File: config.mk
export PLATFORM = sky130hd
export DESIGN_NAME = dds_spi_regs
export DESIGN_NICKNAME = d
export VERILOG_FILES = /design/src/rtl/dds_pkg.sv /design/src/rtl/spi_frame_rx.sv /design/src/rtl/dds_spi_regs.sv
export SDC_FILE = /design/constraint.sdc
export NUM_CORES = 1
export LEC_CHECK = 0
export ABC_CLOCK_PERIOD_IN_PS = 6200
export CAP_MARGIN = 20
export CORE_MARGIN = 4
export CORE_UTILIZATION = 65
export CTS_BUF_LIST = sky130_fd_sc_hd__clkbuf_4
export DETAILED_ROUTE_END_ITERATION = 12
export PLACE_DENSITY = 0.95
export SLEW_MARGIN = 5
export SYNTH_ARGS = -nofsm -noshare
export SYNTH_HDL_FRONTEND = slang
export SYNTH_SLANG_ARGS = --single-unit
File: constraint.sdc
create_clock -name clk -period 6.2 [get_ports clk]
set_clock_uncertainty 0.1 [all_clocks]
set_input_delay 0.93 -clock clk [delete_from_list [all_inputs] [get_ports clk]]
set_output_delay 0.93 -clock clk [all_outputs]
set_load 0.02 [all_outputs]
File: src/rtl/dds_pkg.sv
// rtl/dds_pkg.sv - shared frame constants, register map and receiver state type
package dds_pkg;

  localparam int FRAME_BITS = 24;
  localparam int ADDR_BITS  = 8;
  localparam int DATA_BITS  = 16;

  localparam logic [ADDR_BITS-1:0] ADDR_FREQ0  = 8'h00;
  localparam logic [ADDR_BITS-1:0] ADDR_FREQ1  = 8'h01;
  localparam logic [ADDR_BITS-1:0] ADDR_PHASE0 = 8'h02;
  localparam logic [ADDR_BITS-1:0] ADDR_PHASE1 = 8'h03;

  typedef enum logic [2:0] {
    ST_IDLE,
    ST_ADDR,
    ST_DATA,
    ST_DONE,
    ST_ERR
  } spi_state_t;

endpackage

File: src/rtl/spi_frame_rx.sv
// rtl/spi_frame_rx.sv - SPI mode 0 frame receiver: edge detect, bit count, shifter, FSM
// Readback side-band ports exist only with DDS_SPI_READBACK_EN.
module spi_frame_rx
  import dds_pkg::*;
(
  input  logic                 clk,
  input  logic                 reset,
  input  logic                 spi_clock,
  input  logic                 spi_cs_n,
  input  logic                 spi_mosi,
  output logic [ADDR_BITS-1:0] addr,
  output logic [DATA_BITS-1:0] data,
  output logic                 commit,
  output logic                 err
`ifdef DDS_SPI_READBACK_EN
  ,
  output logic                 rd_load,
  output logic                 sck_fall,
  output logic                 in_data
`endif
);

  logic                 sck_d;
  logic                 cs_d;
  logic                 sck_rise;
  logic                 cs_rise;
  logic                 cs_fall;
  spi_state_t           state;
  logic [4:0]           bit_cnt;
  logic [DATA_BITS-1:0] shreg;

  assign sck_rise = spi_clock & ~sck_d;
  assign cs_rise  = spi_cs_n & ~cs_d;
  assign cs_fall  = ~spi_cs_n & cs_d;

  // Strobes are taken straight from the edge so the top can write one cycle after cs rises.
  assign commit = (state == ST_DONE) && cs_rise;
  assign err    = cs_rise && ((state == ST_ADDR) || (state == ST_DATA) || (state == ST_ERR));
  assign data   = shreg;

`ifdef DDS_SPI_READBACK_EN
  assign sck_fall = ~spi_clock & sck_d;
  assign in_data  = (state == ST_DATA);
`endif

  // cs_d resets low so a cs held low through reset never looks like a fresh fall.
  always_ff @(posedge clk or posedge reset) begin
    if (reset) begin
      sck_d   <= 1'b0;
      cs_d    <= 1'b0;
      state   <= ST_IDLE;
      bit_cnt <= '0;
      shreg   <= '0;
      addr    <= '0;
`ifdef DDS_SPI_READBACK_EN
      rd_load <= 1'b0;
`endif
    end else begin
      sck_d <= spi_clock;
      cs_d  <= spi_cs_n;
`ifdef DDS_SPI_READBACK_EN
      rd_load <= 1'b0;
`endif
      case (state)
        ST_IDLE: begin
          if (cs_fall) begin
            bit_cnt <= '0;
            shreg   <= '0;
            state   <= ST_ADDR;
          end
        end
        ST_ADDR, ST_DATA: begin
          if (cs_rise) begin
            state <= ST_IDLE;
          end else if (sck_rise) begin
            shreg   <= {shreg[DATA_BITS-2:0], spi_mosi};
            bit_cnt <= bit_cnt + 5'd1;
            if ((state == ST_ADDR) && (bit_cnt == 5'(ADDR_BITS - 1))) begin
              addr  <= {shreg[ADDR_BITS-2:0], spi_mosi};
              state <= ST_DATA;
`ifdef DDS_SPI_READBACK_EN
              rd_load <= 1'b1;
`endif
            end else if ((state == ST_DATA) && (bit_cnt == 5'(FRAME_BITS - 1))) begin
              state <= ST_DONE;
            end
          end
        end
        ST_DONE: begin
          if (cs_rise) begin
            state <= ST_IDLE;
          end else if (sck_rise) begin
            state <= ST_ERR;
          end
        end
        ST_ERR: begin
          if (cs_rise) begin
            state <= ST_IDLE;
          end
        end
        default: state <= ST_IDLE;
      endcase
    end
  end

endmodule

File: src/rtl/dds_spi_regs.sv
// rtl/dds_spi_regs.sv - DDS tuning registers written over SPI, with select muxes
// Optional readback on spi_miso is enabled by DDS_SPI_READBACK_EN.
module dds_spi_regs
  import dds_pkg::*;
#(
  parameter int FREQ_W  = 16,
  parameter int PHASE_W = 8
) (
  input  logic               clk,
  input  logic               reset,
  input  logic               spi_clock,
  input  logic               spi_cs_n,
  input  logic               spi_mosi,
  input  logic               fselect,
  input  logic               pselect,
  output logic [FREQ_W-1:0]  freq_word,
  output logic [PHASE_W-1:0] phase_word,
  output logic               reg_wr,
  output logic               frame_err
`ifdef DDS_SPI_READBACK_EN
  ,
  output logic               spi_miso
`endif
);

  logic [ADDR_BITS-1:0] addr;
  logic [DATA_BITS-1:0] data;
  logic                 commit;
  logic                 err;
  logic [FREQ_W-1:0]    freq0, freq1;
  logic [PHASE_W-1:0]   phase0, phase1;
  logic                 unused_data_bits;

  assign unused_data_bits = ^data;

`ifdef DDS_SPI_READBACK_EN
  logic                 rd_load;
  logic                 sck_fall;
  logic                 in_data;
  logic [DATA_BITS-1:0] rd_word;
  logic [DATA_BITS-1:0] rd_sh;
`endif

  spi_frame_rx u_rx (
    .clk       (clk),
    .reset     (reset),
    .spi_clock (spi_clock),
    .spi_cs_n  (spi_cs_n),
    .spi_mosi  (spi_mosi),
    .addr      (addr),
    .data      (data),
    .commit    (commit),
    .err       (err)
`ifdef DDS_SPI_READBACK_EN
    ,
    .rd_load   (rd_load),
    .sck_fall  (sck_fall),
    .in_data   (in_data)
`endif
  );

  always_ff @(posedge clk or posedge reset) begin
    if (reset) begin
      freq0      <= '0;
      freq1      <= '0;
      phase0     <= '0;
      phase1     <= '0;
      freq_word  <= '0;
      phase_word <= '0;
      reg_wr     <= 1'b0;
      frame_err  <= 1'b0;
    end else begin
      reg_wr    <= 1'b0;
      frame_err <= err;
      if (commit) begin
        case (addr)
          ADDR_FREQ0:  begin freq0  <= data[FREQ_W-1:0];  reg_wr <= 1'b1; end
          ADDR_FREQ1:  begin freq1  <= data[FREQ_W-1:0];  reg_wr <= 1'b1; end
          ADDR_PHASE0: begin phase0 <= data[PHASE_W-1:0]; reg_wr <= 1'b1; end
          ADDR_PHASE1: begin phase1 <= data[PHASE_W-1:0]; reg_wr <= 1'b1; end
          default:     frame_err <= 1'b1;
        endcase
      end
      // Whole-word re-registration keeps the accumulator from seeing a torn update.
      freq_word  <= fselect ? freq1 : freq0;
      phase_word <= pselect ? phase1 : phase0;
    end
  end

`ifdef DDS_SPI_READBACK_EN
  always_comb begin
    rd_word = '0;
    case (addr)
      ADDR_FREQ0:  rd_word = 16'(freq0);
      ADDR_FREQ1:  rd_word = 16'(freq1);
      ADDR_PHASE0: rd_word = 16'(phase0);
      ADDR_PHASE1: rd_word = 16'(phase1);
      default:     rd_word = '0;
    endcase
  end

  always_ff @(posedge clk or posedge reset) begin
    if (reset) begin
      rd_sh    <= '0;
      spi_miso <= 1'b0;
    end else if (rd_load) begin
      rd_sh <= rd_word;
    end else if (!in_data) begin
      spi_miso <= 1'b0;
    end else if (sck_fall) begin
      spi_miso <= rd_sh[DATA_BITS-1];
      rd_sh    <= {rd_sh[DATA_BITS-2:0], 1'b0};
    end
  end
`endif

endmodule

## After elaboration in Yosys (flattened, before gate mapping)

Cells that the tools add are included.

- Input port bits: 7
- Register bits after elaboration: 108

- Eq/ne operators: 16
- Bitwise operators: 7
- Add/sub/neg operators: 1
- Muxes and demuxes: 23
- Reductions and logical operators: 18

Operators by type and width:

| operator | count |
|---|---|
| 16-bit two-way mux | 4 |
| 16-bit case mux with 2 select lines | 1 |
| 3-bit two-way mux | 8 |
| 8-bit by 2-bit equality test with 1-bit output (second input constant) | 2 |
| 5-bit two-way mux | 3 |
| 3-bit case mux with 4 select lines | 1 |
| 5-bit case mux with 2 select lines | 1 |
| 8-bit by 1-bit equality test with 1-bit output (second input constant) | 1 |
| 8-bit zero test | 1 |
| 8-bit two-way mux | 1 |
| 2-bit AND reduction | 4 |
| 4-bit AND reduction | 2 |
| 3-bit by 2-bit equality test with 1-bit output (second input constant) | 2 |
| 2-bit by 1-bit != test with 1-bit output (second input constant) | 3 |
| 3-bit by 1-bit != test with 1-bit output (second input constant) | 2 |
| 5-bit by 1-bit adder with 5-bit output (second input constant) | 1 |
| 5-bit by 3-bit equality test with 1-bit output (second input constant) | 1 |
| 5-bit equality test (second input constant) | 1 |
| 5-bit AND reduction | 1 |
| 1-bit logical AND | 4 |
| 1-bit two-way mux | 4 |
| 4-bit by 1-bit != test with 1-bit output (second input constant) | 1 |
| 1-bit NOT | 4 |
| 4-bit OR reduction | 1 |
| 8 further kinds | 11 |

## Longest topological paths before layout

Gate-level depths: netlist of run 1.

- Depth in word-level cells: 7
- Mapped depth: 6
- Mapped depth without buffers: 5

## Hierarchy

From an unflattened synthesis of run 1, not the netlist that was laid out.

- Cells, all modules: 313
- Area total of the unflattened synthesis: 4443.0 um^2

By module, submodules not included:

| module | cells each | times used | seq. area each (um^2) | area each (um^2) |
|---|---|---|---|---|
| dds_spi_regs | 163 | 1 | 1851.8 | 2821.5 |
| spi_frame_rx | 150 | 1 | 850.8 | 1621.6 |

## Worst setup path after synthesis of run 1

Ideal clock, no wire load.

- Path kind: in2reg
- Start point: in spi_cs_n
- End point: reg freq1[0]
- Stages on the path: 5
- Buffers on the path: 1
- Setup time: 0.125 ns
- Slack: 3.791 ns
- Data arrival time: 2.184 ns
- Cells stage by stage: and2b_1 nand4_4 nor3b_4 buf_6 mux2_4

- Word-level cells in the longest chain between the ends: 3

Ends and longest elaborated chain:

| item | RTL line | text |
|---|---|---|
| from (decl) | dds_spi_regs.sv:12 | `input logic spi_cs_n,` |
| 1-bit bitwise AND | spi_frame_rx.sv:33 | `assign cs_rise = spi_cs_n & ~cs_d;` |
| 1-bit logical AND | spi_frame_rx.sv:37 | `assign commit = (state == ST_DONE) && cs_rise;` |
| 2-bit AND reduction (no source line) | -- |  |
| to (signal assigned) | dds_spi_regs.sv:65 | `freq1 <= '0;` |
| to (signal assigned) | dds_spi_regs.sv:78 | `ADDR_FREQ1: begin freq1 <= data[FREQ_W-1:0]; reg_wr <= 1'b1; end` |
| to (decl) | dds_spi_regs.sv:30 | `logic [FREQ_W-1:0] freq0, freq1;` |

Every way passes these cells.
A chain may end at the register's enable or synchronous reset.

## Final worst setup path of run 1

- Start point: in spi_cs_n
- End point: reg freq1[6]

Same word-level chain as after synthesis.

==> results of run 1 <==
[worst max-delay path: stages]
cell and delay (ns):
clkdlybuf4s50_1 0.54, and2b_1 0.27, nand4_4 0.18, nor3b_4 0.91
mux2_2 0.42
[report_power, final]
group	switching, mW	internal (mW)	total [mW]
Combinational	0.0735	0.0541	0.128
Sequential	0.0855	0.752	0.837
Clock	0.239	0.172	0.410
[worst paths after layout]
path	start	endpoint	cells past startpoint
max	spi_cs_n	freq1[6]	5
min	freq0[0]	freq_word[0]	1
max reg2reg	u_rx.state[2]	freq1[6]	4
min reg2reg	freq0[0]	freq_word[0]	1
max in group asynchronous	reset	freq_word[0]	3
min in group asynchronous	reset	frame_err	2
[cell usage in the layout (no fill, tap or decap), types with 2 or more instances in the layout]
cell | netlist | layout
dfrtp_1 | 108 | 108
mux2_2 | 62 | 62
o21ai_0 | 34 | 34
clkdlybuf4s50_1 | 0 | 32
nand2_1 | 19 | 19
mux2_4 | 18 | 18
clkbuf_4 | 0 | 9
nor2_1 | 7 | 7
nor3_1 | 4 | 4
inv_1 | 4 | 3
a21oi_1 | 3 | 3
nor4_1 | 3 | 3
nand3_1 | 3 | 3
or4_1 | 3 | 3
clkinv_4 | 0 | 3
buf_4 | 3 | 3
and2b_1 | 2 | 2
nor4_4 | 2 | 2
nor3b_4 | 2 | 2
nand2b_1 | 2 | 2
a211oi_1 | 2 | 2
xor2_1 | 2 | 2
xnor2_1 | 2 | 2
and3_1 | 2 | 2
a211o_1 | 2 | 2
inv_8 | 0 | 2
bufinv_16 | 0 | 2
[registers in the layout (all words and copies together), names as in the netlist]
register,flops
phase1,8
freq_word,16
u_rx.state,3
freq1,16
u_rx.addr,8
frame_err,1
phase0,8
reg_wr,1
freq0,16
u_rx.cs_d,1
u_rx.sck_d,1
u_rx.bit_cnt,5
u_rx.data,16
phase_word,8
[final cells by class]
cell class | instances | area [sq um]
Inverter | 4 | 17.5
Fill cell | 401 | 1700
Clock inverter | 7 | 109
Multi-Input combinational cell | 193 | 1720
Timing Repair Buffer | 35 | 343
Sequential cell | 108 | 2700
Tap cell | 80 | 100
Clock buffer | 9 | 67.6
[cell families (layout without fill, tap and decap cells)]
logic type | after synthesis | count (layout)
and+or+nand+nor | 59 | 59
xor gates and xnor gates | 4 | 4
DFF | 108 | 108
AOI/OAI and AO/OA | 49 | 49
muxes | 80 | 80
adders and majority gates | 1 | 1
buffers and inverters | 20 | 55
[metrics by stage]
step	setup WS, ns	instances	cell area (sq um)	power, mW
4_1_cts	3.21	435	5050	1.38
6_report	3.19	436	5060	1.37
5_1_grt	3.13	436	5060	1.44
3_3_place_gp	2.76	419	4880	0.954
3_5_place_dp	2.70	419	4880	0.974
2_1_floorplan	2.32	321	4520	0.907
[per-layer routing]
metal,GRT usage (%),share of wire (%)
met1,26.3,42
met2,34.8,52
met3,5.14,4.4
met4,9.05,2.2
met5,0,0
==> results.md, run 1 <==
- EDFF count, synth: 0
- Die X: 91.4 um
- VDD IR-drop max: 0.176 mV
- Drt wl/cell: 18.7 um
- Post-synth top cells: dfrtp_1 (108), mux2_2 (62), o21ai_0 (34)
- Post-DP HPWL: 5.16 mm
- Register-to-register path setup slack: 3.32 ns
- Grt ovf: 0
- Final #Nets: 359
- Share of layout cells above drive strength 1: 31.2%
- GPL Wtd Cong: 0.800
- Number of global-route vias before repair: 2828
- Hold Fails Final Rpt: 0
- Buffer depth of the longest clock path: 2
- Count leader, synth: dfrtp_1
- CP Class: input port to register
- CTS root buf: clkbuf_4
- CTS tree: built
- Site Rows: 30
- Initial core utilization: 66.9%
- Yosys top cell by area: dfrtp_1
- Initial antenna violation count: 0
- CTS clk-pin slew, worst paths: 0.15 ns
- Post-Route Utilization: 74.9%
- DRC viols: 0
- H-tree depth: 3
- Boundary pin count: 33
- Worst-Margin Slew: 1.06 ns
- Compound-Gate Fraction of Synth Area: 6.26%
- CP Max Fanout: 16
- Die span in y: 91.4 um
- Pwr per Cell Area: 272 nW/um^2
- Post-CTS resize count: 0
- Via count: 2679
- TNS Setup: 0 ns
- Mapped Area: 4520 sq um
- Dominant synthesized flop cell: dfrtp_1
- Iteration-0 DRC count of the detailed router: 243
- Die area: 8350 sq um
- Pre-antenna DRT Iters: 4
- I/O Buffers: 32
- Worst EP required: 6.45 ns
- Fin Hold WS: 0.423 ns
- Leakage Power: 2.39 nW
- Final ANT Viol Nets: 0
- CP Launch Type: input port
- Avg Cell Area, Syn: 14.1 sq um
- First-pass GRT wire length: 13.7 mm
- Post-CTS Setup Bufs: 0
- Hold Path Class: register to register
- Multiplexer area fraction after synthesis: 21.4%
- Count of cell types in the netlist: 44
- Post-synthesis adder-cell area fraction: 0.277%
- Layout area overhead: 12.0%
- Core Area: 6760 sq um
- Synth area leaders: dfrtp_1 (60%), mux2_2 (15%), mux2_4 (6.0%)
- Synth top area share: 59.8%
- Final wirelength: 8.17 mm
- # setup viols final: 0
- Antenna cells: 0
- RSZ-0062 raised after global routing: no
- Crit end category: register
- XOR/XNOR Fraction of Synth Area: 0.776%
- Sequential share of the synthesized area: 59.8%
- Total GRT Usage: 21.0%
- Seq cells post-synth: 108
- Main combinational cell family by area after synthesis: multiplexers
- Final Max Tran Viols: 0
- Largest net degree at the start of global routing: 76
- Max Freq: 332 MHz
- Yosys warns: 0
- Slew margin rel.: 29.5%
- Clk_lat worst skew: 0.46 ns
- Simple-gate share of the synthesized area: 9.34%
- Critical path data arrival time: 3.26 ns
- Period utilisation layout: 48.5%
- Post-CTS Hold Fix Bufs: 0
- Clk sinks: 108
- Fin crit period: 3.01 ns
- Post-synth ARST share: 100%
- Vias/cell: 6.14
- CTS Buf Count: 9
- Status: complete, no violations
- Net Count, Synth: 329
- Max cap viols: 0
- Mapped Cells: 321
(Power assumes the default switching activity.)
==> run 2, diff against run 1 <==
--- a/config.mk
+++ b/config.mk
@@ -5,13 +5,13 @@
 export SDC_FILE = /design/constraint.sdc
 export NUM_CORES = 1
 export LEC_CHECK = 0
-export ABC_CLOCK_PERIOD_IN_PS = 6200
+export ABC_CLOCK_PERIOD_IN_PS = 2700
 export CAP_MARGIN = 20
 export CORE_MARGIN = 4
-export CORE_UTILIZATION = 65
+export CORE_UTILIZATION = 55
 export CTS_BUF_LIST = sky130_fd_sc_hd__clkbuf_4
 export DETAILED_ROUTE_END_ITERATION = 12
-export PLACE_DENSITY = 0.95
+export PLACE_DENSITY = 0.9
 export SLEW_MARGIN = 5
 export SYNTH_ARGS = -nofsm -noshare
 export SYNTH_HDL_FRONTEND = slang
==> constraint.sdc (replaced) <==
create_clock -name clk -period 2.7 [get_ports clk]
set_clock_uncertainty 0.1 [all_clocks]
set_input_delay 0.405 -clock clk [delete_from_list [all_inputs] [get_ports clk]]
set_output_delay 0.405 -clock clk [all_outputs]
set_load 0.02 [all_outputs]
==> run 2 against run 1 <==
Against the previous run: core utilization decreased by 9.3 points; largest power group unchanged; sequential power increased by 130%; global-route usage decreased by 3.1 points; register-to-register slack got worse by 2.8 ns; clock power increased by 97%; combinational power increased by 140%; via count increased by 0.49%; die area increased by 17%; flip-flop and latch count unchanged; critical path depth unchanged.
==> results.md, run 2 (synthesis results as in run 1) <==
- Status: complete, no violations
- Total GRT Usage: 17.8%
- Number of global-route vias before repair: 2787
- Pwr per Cell Area: 590 nW/um^2
- I/O Buffers: 32
- Via count: 2692
- Buffer depth of the longest clock path: 2
- Register area: 2700 sq um
- Multi-input gate area: 1720 sq um
- Vias/cell: 5.78
- Initial antenna violation count: 0
- Post-CTS Hold Fix Bufs: 0
- CTS clk-pin slew, worst paths: 0.16 ns
- Leakage Power: 2.41 nW
- Period utilisation layout: 79.3%
- Slew margin rel.: 60.3%
- RSZ-0062 raised after global routing: no
- TNS Setup: 0 ns
- Post-route insts no fill: 466
- Hold Fails Final Rpt: 0
- Layout fillers: 566
- Clk sinks: 108
- GPL Wtd Cong: 0.789
- Most frequent cells in the layout: dfrtp_1 (108), mux2_2 (62), o21ai_0 (34), clkdlybuf4s50_1 (32), nand2_1 (19)
- Tot Pwr: 3.04 mW
- Initial core utilization: 57.6%
- Final Max Tran Viols: 0
- Final ANT Viol Nets: 0
- CP Class: register to register
- Clk_lat worst skew: 0.46 ns
- VDD IR-drop max: 0.375 mV
- CP Max Fanout: 21
- CP Launch Type: register
- Share of layout cells above drive strength 1: 32.1%
- Boundary pin count: 33
- CTS tree: built
- Grt ovf: 0
- Final #Nets: 367
- Critical path data arrival time: 2.41 ns
- Layout area overhead: 14.0%
- Fin Hold WS: 0.207 ns
- Fin crit period: 2.14 ns
- Worst EP required: 2.96 ns
- Drt wl/cell: 17.5 um
- Post-CTS Setup Bufs: 0
- Crit end category: register
- CTS root buf: clkbuf_4
- Site Rows: 32
- Final wirelength: 8.17 mm
- DRC viols: 0
- H-tree depth: 3
- Iteration-0 DRC count of the detailed router: 168
- Worst-Margin Slew: 0.595 ns
- Max Freq: 467 MHz
- Pre-antenna DRT Iters: 4
- Core Area: 7850 sq um
- # setup viols final: 0
- Die span in y: 98.6 um
- Antenna cells: 0
- Die X: 98.6 um
- Commonest non-fill, non-tap cell in the layout: dfrtp_1
- First-pass GRT wire length: 13.8 mm
- Die area: 9730 sq um
- R2R depth: 5
- Hold Path Class: input port to asynchronous set/reset pin
- Max cap viols: 0
- Placed Cells: 450
- Largest net degree at the start of global routing: 58
- Post-CTS resize count: 0
- CTS Buf Count: 9
- Post-DP HPWL: 5.46 mm
-- run 2: path summary, 6_finish.rpt --
| kind | from | endpoint | slack (ns) |
|---|---|---|---|
| max | u_rx.state[1] | u_rx.bit_cnt[2] | 0.56 |
| max in group asynchronous | reset | u_rx.cs_d | 1.58 |
| min in group clk | spi_clock | u_rx.sck_d | 0.31 |
| min reg2reg | freq0[1] | freq_word[1] | 0.42 |
| min | reset | phase_word[5] | 0.21 |
| max reg2reg | u_rx.state[1] | u_rx.bit_cnt[2] | 0.56 |
-- run 2: stage by stage --
stage / setup slack (ns) / util [%] / area [sq um]
after floorplan: 0.688 / - / 4520
after global placement: 0.279 / 63.8 / 5010
after detailed placement: 0.167 / 63.8 / 5010
after CTS: 0.538 / 65.6 / 5150
after global routing: 0.420 / 65.6 / 5150
final: 0.558 / 65.6 / 5150
-- run 2: area by class of cell --
class                   instances  share of cell area [%]
flip-flops and latches        108                    52.5
multi-input cells             193                    33.4
repair buffers                 43                    8.55
well taps                     102                    2.48
clock buffers                  10                    1.46
clock inverters                 6                    1.24
inverters                       4                   0.365
-- run 2: report_power, final --
| part | internal [mW] | total (mW) | switching, mW |
|---|---|---|---|
| Clock | 0.294 | 0.808 | 0.514 |
| Sequential | 1.73 | 1.93 | 0.202 |
| Combinational | 0.133 | 0.304 | 0.171 |
-- run 2: worst max-delay path, cell delays in order (launching register included) --
cell	delay, ns
dfrtp_1	0.41
buf_4	0.20
nor4b_2	0.34
a31oi_1	0.11
or2_1	0.46
o41ai_1	0.42
-- run 2: routing by layer --
metal  share of wire, %  wire length [um]  up-vias  GRT usage, %
li1                   -                 -     1224             -
met1                 42              3410     1368          23.9
met2                 51              4130       90          29.0
met3                6.4               523       10          4.88
met4                1.3               104        0          4.83
met5                  0                 0        -             0
